**src/rtl/decode_pkg.sv**
```systemverilog
// Shared opcode map, format enum and decoded-entry payload for the decode stage.
package decode_pkg;

   localparam int unsigned INSTR_W   = 32;
   localparam int unsigned RAW_REG_W = 5;

   localparam logic [6:0] OPC_LOAD     = 7'b0000011;
   localparam logic [6:0] OPC_MISC_MEM = 7'b0001111;
   localparam logic [6:0] OPC_OP_IMM   = 7'b0010011;
   localparam logic [6:0] OPC_AUIPC    = 7'b0010111;
   localparam logic [6:0] OPC_OP_IMM32 = 7'b0011011;
   localparam logic [6:0] OPC_STORE    = 7'b0100011;
   localparam logic [6:0] OPC_OP       = 7'b0110011;
   localparam logic [6:0] OPC_LUI      = 7'b0110111;
   localparam logic [6:0] OPC_OP32     = 7'b0111011;
   localparam logic [6:0] OPC_BRANCH   = 7'b1100011;
   localparam logic [6:0] OPC_JALR     = 7'b1100111;
   localparam logic [6:0] OPC_JAL      = 7'b1101111;
   localparam logic [6:0] OPC_SYSTEM   = 7'b1110011;

   typedef enum logic [2:0] {
      FMT_R   = 3'd0,
      FMT_I   = 3'd1,
      FMT_S   = 3'd2,
      FMT_B   = 3'd3,
      FMT_U   = 3'd4,
      FMT_J   = 3'd5,
      FMT_ILL = 3'd6
   } fmt_e;

   // Width-independent part of a held entry; pc/imm live beside it at XLEN.
   typedef struct packed {
      logic [6:0]           opcode;
      logic [RAW_REG_W-1:0] rd;
      logic [RAW_REG_W-1:0] rs1;
      logic [RAW_REG_W-1:0] rs2;
      logic [2:0]           funct3;
      logic [6:0]           funct7;
      fmt_e                 fmt;
      logic                 illegal;
   } decoded_t;

   // Opcode to instruction format; low bits other than 2'b11 fall to FMT_ILL.
   function automatic fmt_e opcode_fmt(input logic [6:0] opcode);
      fmt_e f;
      case (opcode)
         OPC_OP, OPC_OP32:                             f = FMT_R;
         OPC_OP_IMM, OPC_OP_IMM32, OPC_LOAD,
         OPC_JALR, OPC_SYSTEM, OPC_MISC_MEM:           f = FMT_I;
         OPC_STORE:                                    f = FMT_S;
         OPC_BRANCH:                                   f = FMT_B;
         OPC_LUI, OPC_AUIPC:                           f = FMT_U;
         OPC_JAL:                                      f = FMT_J;
         default:                                      f = FMT_ILL;
      endcase
      return f;
   endfunction

   // True when a register field does not fit the configured index width.
   function automatic logic reg_truncated(input logic [RAW_REG_W-1:0] field,
                                          input int unsigned reg_w);
      return (field >> reg_w) != '0;
   endfunction

endpackage

```
**src/rtl/decode_stage_imm_gen.sv**
```systemverilog
// Combinational immediate builder: format-selected, sign-extended to XLEN.
module imm_gen
   import decode_pkg::*;
#(
   parameter int unsigned XLEN = 32
) (
   input  logic [31:7]     instr,
   input  fmt_e            fmt,
   output logic [XLEN-1:0] imm_c
);

   // Assemble the per-format immediate and sign-extend from instr[31].
   always_comb begin
      imm_c = '0;
      case (fmt)
         FMT_I:   imm_c = XLEN'($signed(instr[31:20]));
         FMT_S:   imm_c = XLEN'($signed({instr[31:25], instr[11:7]}));
         FMT_B:   imm_c = XLEN'($signed({instr[31], instr[7], instr[30:25],
                                         instr[11:8], 1'b0}));
         FMT_U:   imm_c = XLEN'($signed({instr[31:12], 12'b0}));
         FMT_J:   imm_c = XLEN'($signed({instr[31], instr[19:12], instr[20],
                                         instr[30:21], 1'b0}));
         default: imm_c = '0;
      endcase
   end

endmodule

```
**src/rtl/decode_stage.sv**
```systemverilog
// Registered decode stage: two-entry (output + skid) buffer with valid/ready on both sides.
module decode_stage
   import decode_pkg::*;
#(
   parameter int unsigned XLEN       = 32,
   parameter int unsigned REG_ADDR_W = 5
) (
   input  logic                  clk,
   input  logic                  rst_n,
   input  logic                  flush,
   input  logic                  in_valid,
   output logic                  in_ready,
   input  logic [31:0]           in_instr,
   input  logic [XLEN-1:0]       in_pc,
   output logic                  out_valid,
   input  logic                  out_ready,
   output logic [XLEN-1:0]       out_pc,
   output logic [6:0]            out_opcode,
   output logic [REG_ADDR_W-1:0] out_rd,
   output logic [REG_ADDR_W-1:0] out_rs1,
   output logic [REG_ADDR_W-1:0] out_rs2,
   output logic [2:0]            out_funct3,
   output logic [6:0]            out_funct7,
   output logic [XLEN-1:0]       out_imm,
   output logic [2:0]            out_fmt,
   output logic                  out_illegal
);

   localparam logic [1:0] ST_EMPTY = 2'd0;
   localparam logic [1:0] ST_ONE   = 2'd1;
   localparam logic [1:0] ST_TWO   = 2'd2;

   logic [1:0]      state;
   logic [1:0]      state_nxt;
   logic            in_fire;
   logic            out_fire;
   logic            ld_out_new;
   logic            ld_out_skid;
   logic            ld_skid;

   fmt_e            fmt_raw;
   fmt_e            fmt_c;
   logic            trunc_c;
   decoded_t        dec_c;
   logic [XLEN-1:0] imm_c;

   decoded_t        out_q;
   decoded_t        skid_q;
   logic [XLEN-1:0] out_pc_q;
   logic [XLEN-1:0] out_imm_q;
   logic [XLEN-1:0] skid_pc_q;
   logic [XLEN-1:0] skid_imm_q;

   assign in_ready  = (state != ST_TWO) & rst_n;
   assign out_valid = (state != ST_EMPTY);
   assign in_fire   = in_valid & in_ready;
   assign out_fire  = out_valid & out_ready;

   // Field split and format classification of the incoming word.
   always_comb begin
      dec_c   = '0;
      fmt_raw = opcode_fmt(in_instr[6:0]);
      trunc_c = 1'b0;
      case (fmt_raw)
         FMT_R:        trunc_c = reg_truncated(in_instr[11:7], REG_ADDR_W)
                               | reg_truncated(in_instr[19:15], REG_ADDR_W)
                               | reg_truncated(in_instr[24:20], REG_ADDR_W);
         FMT_I:        trunc_c = reg_truncated(in_instr[11:7], REG_ADDR_W)
                               | reg_truncated(in_instr[19:15], REG_ADDR_W);
         FMT_S, FMT_B: trunc_c = reg_truncated(in_instr[19:15], REG_ADDR_W)
                               | reg_truncated(in_instr[24:20], REG_ADDR_W);
         FMT_U, FMT_J: trunc_c = reg_truncated(in_instr[11:7], REG_ADDR_W);
         default:      trunc_c = 1'b0;
      endcase
      fmt_c = trunc_c ? FMT_ILL : fmt_raw;

      dec_c.opcode  = in_instr[6:0];
      dec_c.fmt     = fmt_c;
      dec_c.illegal = (fmt_c == FMT_ILL);
      if (fmt_c inside {FMT_R, FMT_I, FMT_U, FMT_J}) dec_c.rd = in_instr[11:7];
      if (fmt_c inside {FMT_R, FMT_I, FMT_S, FMT_B}) begin
         dec_c.rs1    = in_instr[19:15];
         dec_c.funct3 = in_instr[14:12];
      end
      if (fmt_c inside {FMT_R, FMT_S, FMT_B}) dec_c.rs2 = in_instr[24:20];
      if (fmt_c == FMT_R) dec_c.funct7 = in_instr[31:25];
   end

   imm_gen #(
      .XLEN (XLEN)
   ) u_imm_gen (
      .instr (in_instr[31:7]),
      .fmt   (fmt_c),
      .imm_c (imm_c)
   );

   // Next state and register load enables; flush empties the buffer.
   always_comb begin
      state_nxt   = state;
      ld_out_new  = 1'b0;
      ld_out_skid = 1'b0;
      ld_skid     = 1'b0;
      case (state)
         ST_EMPTY: begin
            if (in_fire) begin
               state_nxt  = ST_ONE;
               ld_out_new = 1'b1;
            end
         end
         ST_ONE: begin
            if (in_fire && out_fire) begin
               ld_out_new = 1'b1;
            end else if (out_fire) begin
               state_nxt = ST_EMPTY;
            end else if (in_fire) begin
               state_nxt = ST_TWO;
               ld_skid   = 1'b1;
            end
         end
         ST_TWO: begin
            if (out_fire) begin
               state_nxt   = ST_ONE;
               ld_out_skid = 1'b1;
            end
         end
         default: state_nxt = ST_EMPTY;
      endcase
      if (flush) begin
         state_nxt   = ST_EMPTY;
         ld_out_new  = 1'b0;
         ld_out_skid = 1'b0;
         ld_skid     = 1'b0;
      end
   end

   // Occupancy state register.
   always_ff @(posedge clk) begin
      if (!rst_n) state <= ST_EMPTY;
      else        state <= state_nxt;
   end

   // Output and skid entry registers; skid drains into the output slot.
   always_ff @(posedge clk) begin
      if (!rst_n) begin
         out_q      <= '0;
         out_pc_q   <= '0;
         out_imm_q  <= '0;
         skid_q     <= '0;
         skid_pc_q  <= '0;
         skid_imm_q <= '0;
      end else begin
         if (ld_out_new) begin
            out_q     <= dec_c;
            out_pc_q  <= in_pc;
            out_imm_q <= imm_c;
         end else if (ld_out_skid) begin
            out_q     <= skid_q;
            out_pc_q  <= skid_pc_q;
            out_imm_q <= skid_imm_q;
         end
         if (ld_skid) begin
            skid_q     <= dec_c;
            skid_pc_q  <= in_pc;
            skid_imm_q <= imm_c;
         end
      end
   end

   assign out_pc      = out_pc_q;
   assign out_imm     = out_imm_q;
   assign out_opcode  = out_q.opcode;
   assign out_rd      = REG_ADDR_W'(out_q.rd);
   assign out_rs1     = REG_ADDR_W'(out_q.rs1);
   assign out_rs2     = REG_ADDR_W'(out_q.rs2);
   assign out_funct3  = out_q.funct3;
   assign out_funct7  = out_q.funct7;
   assign out_fmt     = out_q.fmt;
   assign out_illegal = out_q.illegal;

endmodule
```
**config.mk**
```make
export PLATFORM = sky130hd
export DESIGN_NAME = decode_stage
export DESIGN_NICKNAME = d
export VERILOG_FILES = /design/src/rtl/decode_pkg.sv /design/src/rtl/decode_stage_imm_gen.sv /design/src/rtl/decode_stage.sv
export SDC_FILE = /design/constraint.sdc
export NUM_CORES = 1
export LEC_CHECK = 0
export CAP_MARGIN = 20
export CELL_PAD_IN_SITES_DETAIL_PLACEMENT = 0
export CELL_PAD_IN_SITES_GLOBAL_PLACEMENT = 1
export CORE_MARGIN = 2
export CORE_UTILIZATION = 39
export CTS_BUF_LIST = sky130_fd_sc_hd__clkbuf_16
export CTS_CLUSTER_DIAMETER = 40
export DETAILED_ROUTE_END_ITERATION = 8
export PLACE_DENSITY = 0.81
export SETUP_SLACK_MARGIN = 0.02
export SLEW_MARGIN = 10
export SYNTH_ARGS = -nofsm -noshare
export SYNTH_HDL_FRONTEND = slang
export SYNTH_HIERARCHICAL = 1
export SYNTH_SLANG_ARGS = --single-unit
```
**constraint.sdc**
```tcl
create_clock -name clk -period 3.7 [get_ports clk]
set_input_delay 0.74 -clock clk [delete_from_list [all_inputs] [get_ports clk]]
set_output_delay 0.74 -clock clk [all_outputs]
set_load 0.03 [all_outputs]
```
==> metrics.md <==
| Metric | Value |
|---|---|
| DR pass1 iterations | 5 |
| Hold Path End | skid_q[32]$_SDFFE_PN0P_ |
| Iteration-0 DRC Markers | 468 |
| Die X | 152 microns |
| IO Pins | 171 |
| Startpoint Class | input pin |
| DP Area | 10600 sq um |
| TNS Setup | 0 ns |
| Final setup vio count | 0 |
| Post-CTS Resized | 0 |
| Buf/Inv on CP | 2 |
| Dpl hpwl | 15.5 mm |
| Cells after synthesis | slightly below 1000 |
| Drt wl/cell | about 17 microns |
| Drt total wl | 24.8 mm |
| First-pass GRT wire length | approximately 40 mm |
| Routability Congestion | about 0.8 |
| Number of flops mapped to enable cells by yosys | 0 |
| Core Region | about 22000 sq um |
| Share of cells above drive strength 1 | 9.19% |
| Sequential element share of the synthesized area | between 40% and 50% |
| Sequential share of power | 39.1% |
| Synthesis warning total | 6 |
| Capturing point of the worst reg2reg path | out_funct7[6]$_SDFFE_PN0P_ |
| Yosys top cell by area | dfxtp_1 |
| Max Fclk | 0.322 GHz |
| Netlist Area Pre-Place | 8590 sq um |
| Leak | 4.05 nW |
| Unique masters post-synth | 51 |
| Req. time, crit path | 4.09 ns |
| Crit end category | flip-flop |
| Crit path cell chain | clkdlybuf4s50_1 > or3b_4 > a211oi_4 > o311ai_4 > or2_1 > nor2b_2 > o21ai_1 > buf_4 > o21ai_0 > nor2_1 > a211oi_1 |
| CTS tree | yes |
| Synth Flop Type | dfxtp_1 |
| Final Hold Fails | 0 |
| Result of the run | complete, no violations |
| Part of the power in the clock network | a little over 50% |
| Syn Area/Cell | 8.71 sq um |
| Vias in the first global route | 7230 |
| Starting density of the core | 39.5% |
| Int Pwr | 4.34 mW |
| FP Rows | 54 |
| Hold_sp | skid_q[32]$_SDFFE_PN0P_ |
| Area of the die | 23200 sq um |
| Critical path type | input pin to flip-flop |
| RSZ-0062 raised after global routing | no |
| Reg2reg start | state[0]$_SDFFE_PP0P_ |
| Worst r2r path cells | 5 |
| Clock tree buffer depth | 3 |
| Psw | 1.45 mW |
| Vias per Instance | 5.30 |
| Largest net degree at the start of global routing | 172 |
| Crit-path max FO | 11 |
| Final Max Slew Viols | 0 |
| Synth top area share | 47.1% |
| DRC violations left | 0 |
| HP Class | flip-flop to flip-flop |
| GRT overflow | 0 |
| FFs w/ async S/R, synth | 0% |
| Final nets | 1208 |
| Synthesis-to-layout area growth | 36.3% |
| H-tree depth | 2 |
| Worst skew pair latency | 0.49 ns |
| Critical Path AT | 3.49 ns |
| Yosys reg bits | about 200 |
| Normalized max-slew margin | 43.6% |
| CTS Root Cell | clkbuf_16 |
| Post-CTS Hold Fix Bufs | 0 |
| Combinational share of power | 9.7% |
| R2r setup slk | 1.56 ns |
| # Max-Cap Violations | 0 |
| Number of antenna-violating nets in the routed design | 0 |
| Worst-margin pin slew | 0.842 ns |
| Initial antenna violation count | 0 |
| Die H | ~150 microns |
| Cell family with most CP delay | simple AND/OR/NAND/NOR gates |
| Pwr/cell area | roughly 490 nW/um^2 |
| Syn_nets | 1056 |
| Peak supply drop | 0.000243 V |
| GR Util All Layers | 20.7% |
| Final Cycle Share | 83.9% |
| # port buffers | 170 |
| Slowest cell delay on critical path | 0.49 ns |
| Total number of vias | 7649 |
| Final clock skew | 0.0222 ns |
| Postcts setup bufs | 0 |
| Min Clock Period, post-route | 3.10 ns |
| Inserted Clock Buffers | 34 |
| Synth top area cells | dfxtp_1 (47%), mux2i_1 (11%), nand2_1 (8.1%) |
| Hold path depth | 2 |
| N_diodes | 0 |
| Sink Count | 202 |
| Switching Fraction | between 20% and 30% |
| Slowest cell on the critical path | clkdlybuf4s50_1 |
| Clock transition at path regs | 0.05 ns |
| Design area | around 12000 sq um |
[power groups by stage]
stage               Sequential, mW  Clock, mW  Combinational, mW
CTS                           2.26       3.03              0.562
detailed placement            2.31          0              0.558
global route                  2.27       3.15              0.598
global placement              2.31          0              0.557
floorplan                     2.40          0              0.200
finish                        2.27       2.97              0.560
[layout make-up]
type | instances | area, sq um
fillers | 2007 | 10000
multi-input cells | 690 | 4180
flip-flops and latches | 202 | 4040
repair buffers | 203 | 2020
clock buffers | 35 | 876
well taps | 280 | 350
clock inverters | 26 | 208
inverters | 8 | 32.5
[sequential cells by signal, indices dropped and copies added, names as in the netlist]
name         flops
skid_pc_q       32
state            2
out_rs1          5
out_illegal      1
out_funct3       3
out_fmt          3
out_opcode       7
out_pc          32
out_rd           5
out_rs2          5
out_imm         32
skid_q          36
skid_imm_q      32
out_funct7       7
[worst max-delay path by stage]
stage                startpoint                  endpoint  cells past startpoint
finish              in_instr[5]  out_imm[24]$_SDFFE_PN0P_                     11
global route        in_instr[5]  out_imm[30]$_SDFFE_PN0P_                     11
CTS                 in_instr[5]  out_imm[30]$_SDFFE_PN0P_                     11
detailed placement  in_instr[5]  out_imm[27]$_SDFFE_PN0P_                     11
global placement    in_instr[5]   out_imm[8]$_SDFFE_PN0P_                     10
floorplan           in_instr[6]  out_imm[10]$_SDFFE_PN0P_                     12
[Yosys cell counts (7+ instances only)]
master      n
dfxtp_1   202
nand2_1   186
a21oi_1   103
mux2i_1    97
a211oi_1   84
nor2_1     80
clkbuf_1   54
nand3_1    31
buf_2      18
o31ai_1    14
o21ai_0    12
buf_1      10
o32ai_1     9
a21o_1      8
and2_1      7
inv_1       7
[worst min-delay path, stage by stage, from the launching register on]
cell	delay, ns
dfxtp_1	0.30
nand2_1	0.05
a21oi_1	0.05
[per-stage QoR]
stage	cells	util [%]	power [mW]	hold slack (ns)	setup slack [ns]
3_3_place_gp	1383	48.8	2.87	0.442	0.225
5_1_grt	1444	53.8	6.01	0.470	0.414
6_report	1444	53.8	5.79	0.451	0.596
3_5_place_dp	1383	48.8	2.87	0.447	0.193
4_1_cts	1444	53.8	5.85	0.454	0.667
2_1_floorplan	987	-	2.60	0.435	0.583
[layer usage]
layer  track usage, %  share of wire (%)  vias up
met5                0                  0        -
met4             6.35                2.0        0
met3             3.87                5.2       39
met2             32.3                 45      221
met1             29.2                 48     3591
li1                 -                  -     3798
[layout by cell type, fill, tap and decap left out, types with 5 or more instances in the layout]
cell type        count
a21o_1               8
o21ai_0             12
dfxtp_1            202
nand3_1             31
clkbuf_16           35
and2_1               6
mux2i_1             97
o21a_1               5
o31ai_1             14
buf_4               28
clkdlybuf4s50_1    169
buf_12               6
o41ai_1              5
a21oi_1            103
nand2_1            185
mux2_2               5
nor2_1              80
o32ai_1              9
inv_1               11
a211oi_1            84
clkinv_1             7
[kinds of logic (layout without fill, tap and decap cells)]
family | after synthesis | count (layout) | synth area share, %
AO/OA/AOI/OAI | 261 | 261 | 20.2
XOR/XNOR | 1 | 1 | 0.102
buffers and inverters | 95 | 272 | 4.72
flip-flops | 202 | 202 | 47.1
multiplexers | 102 | 102 | 12.0
AND/OR/NAND/NOR | 326 | 326 | 16.0
No activity file was read; power rests on OpenSTA's default activity.
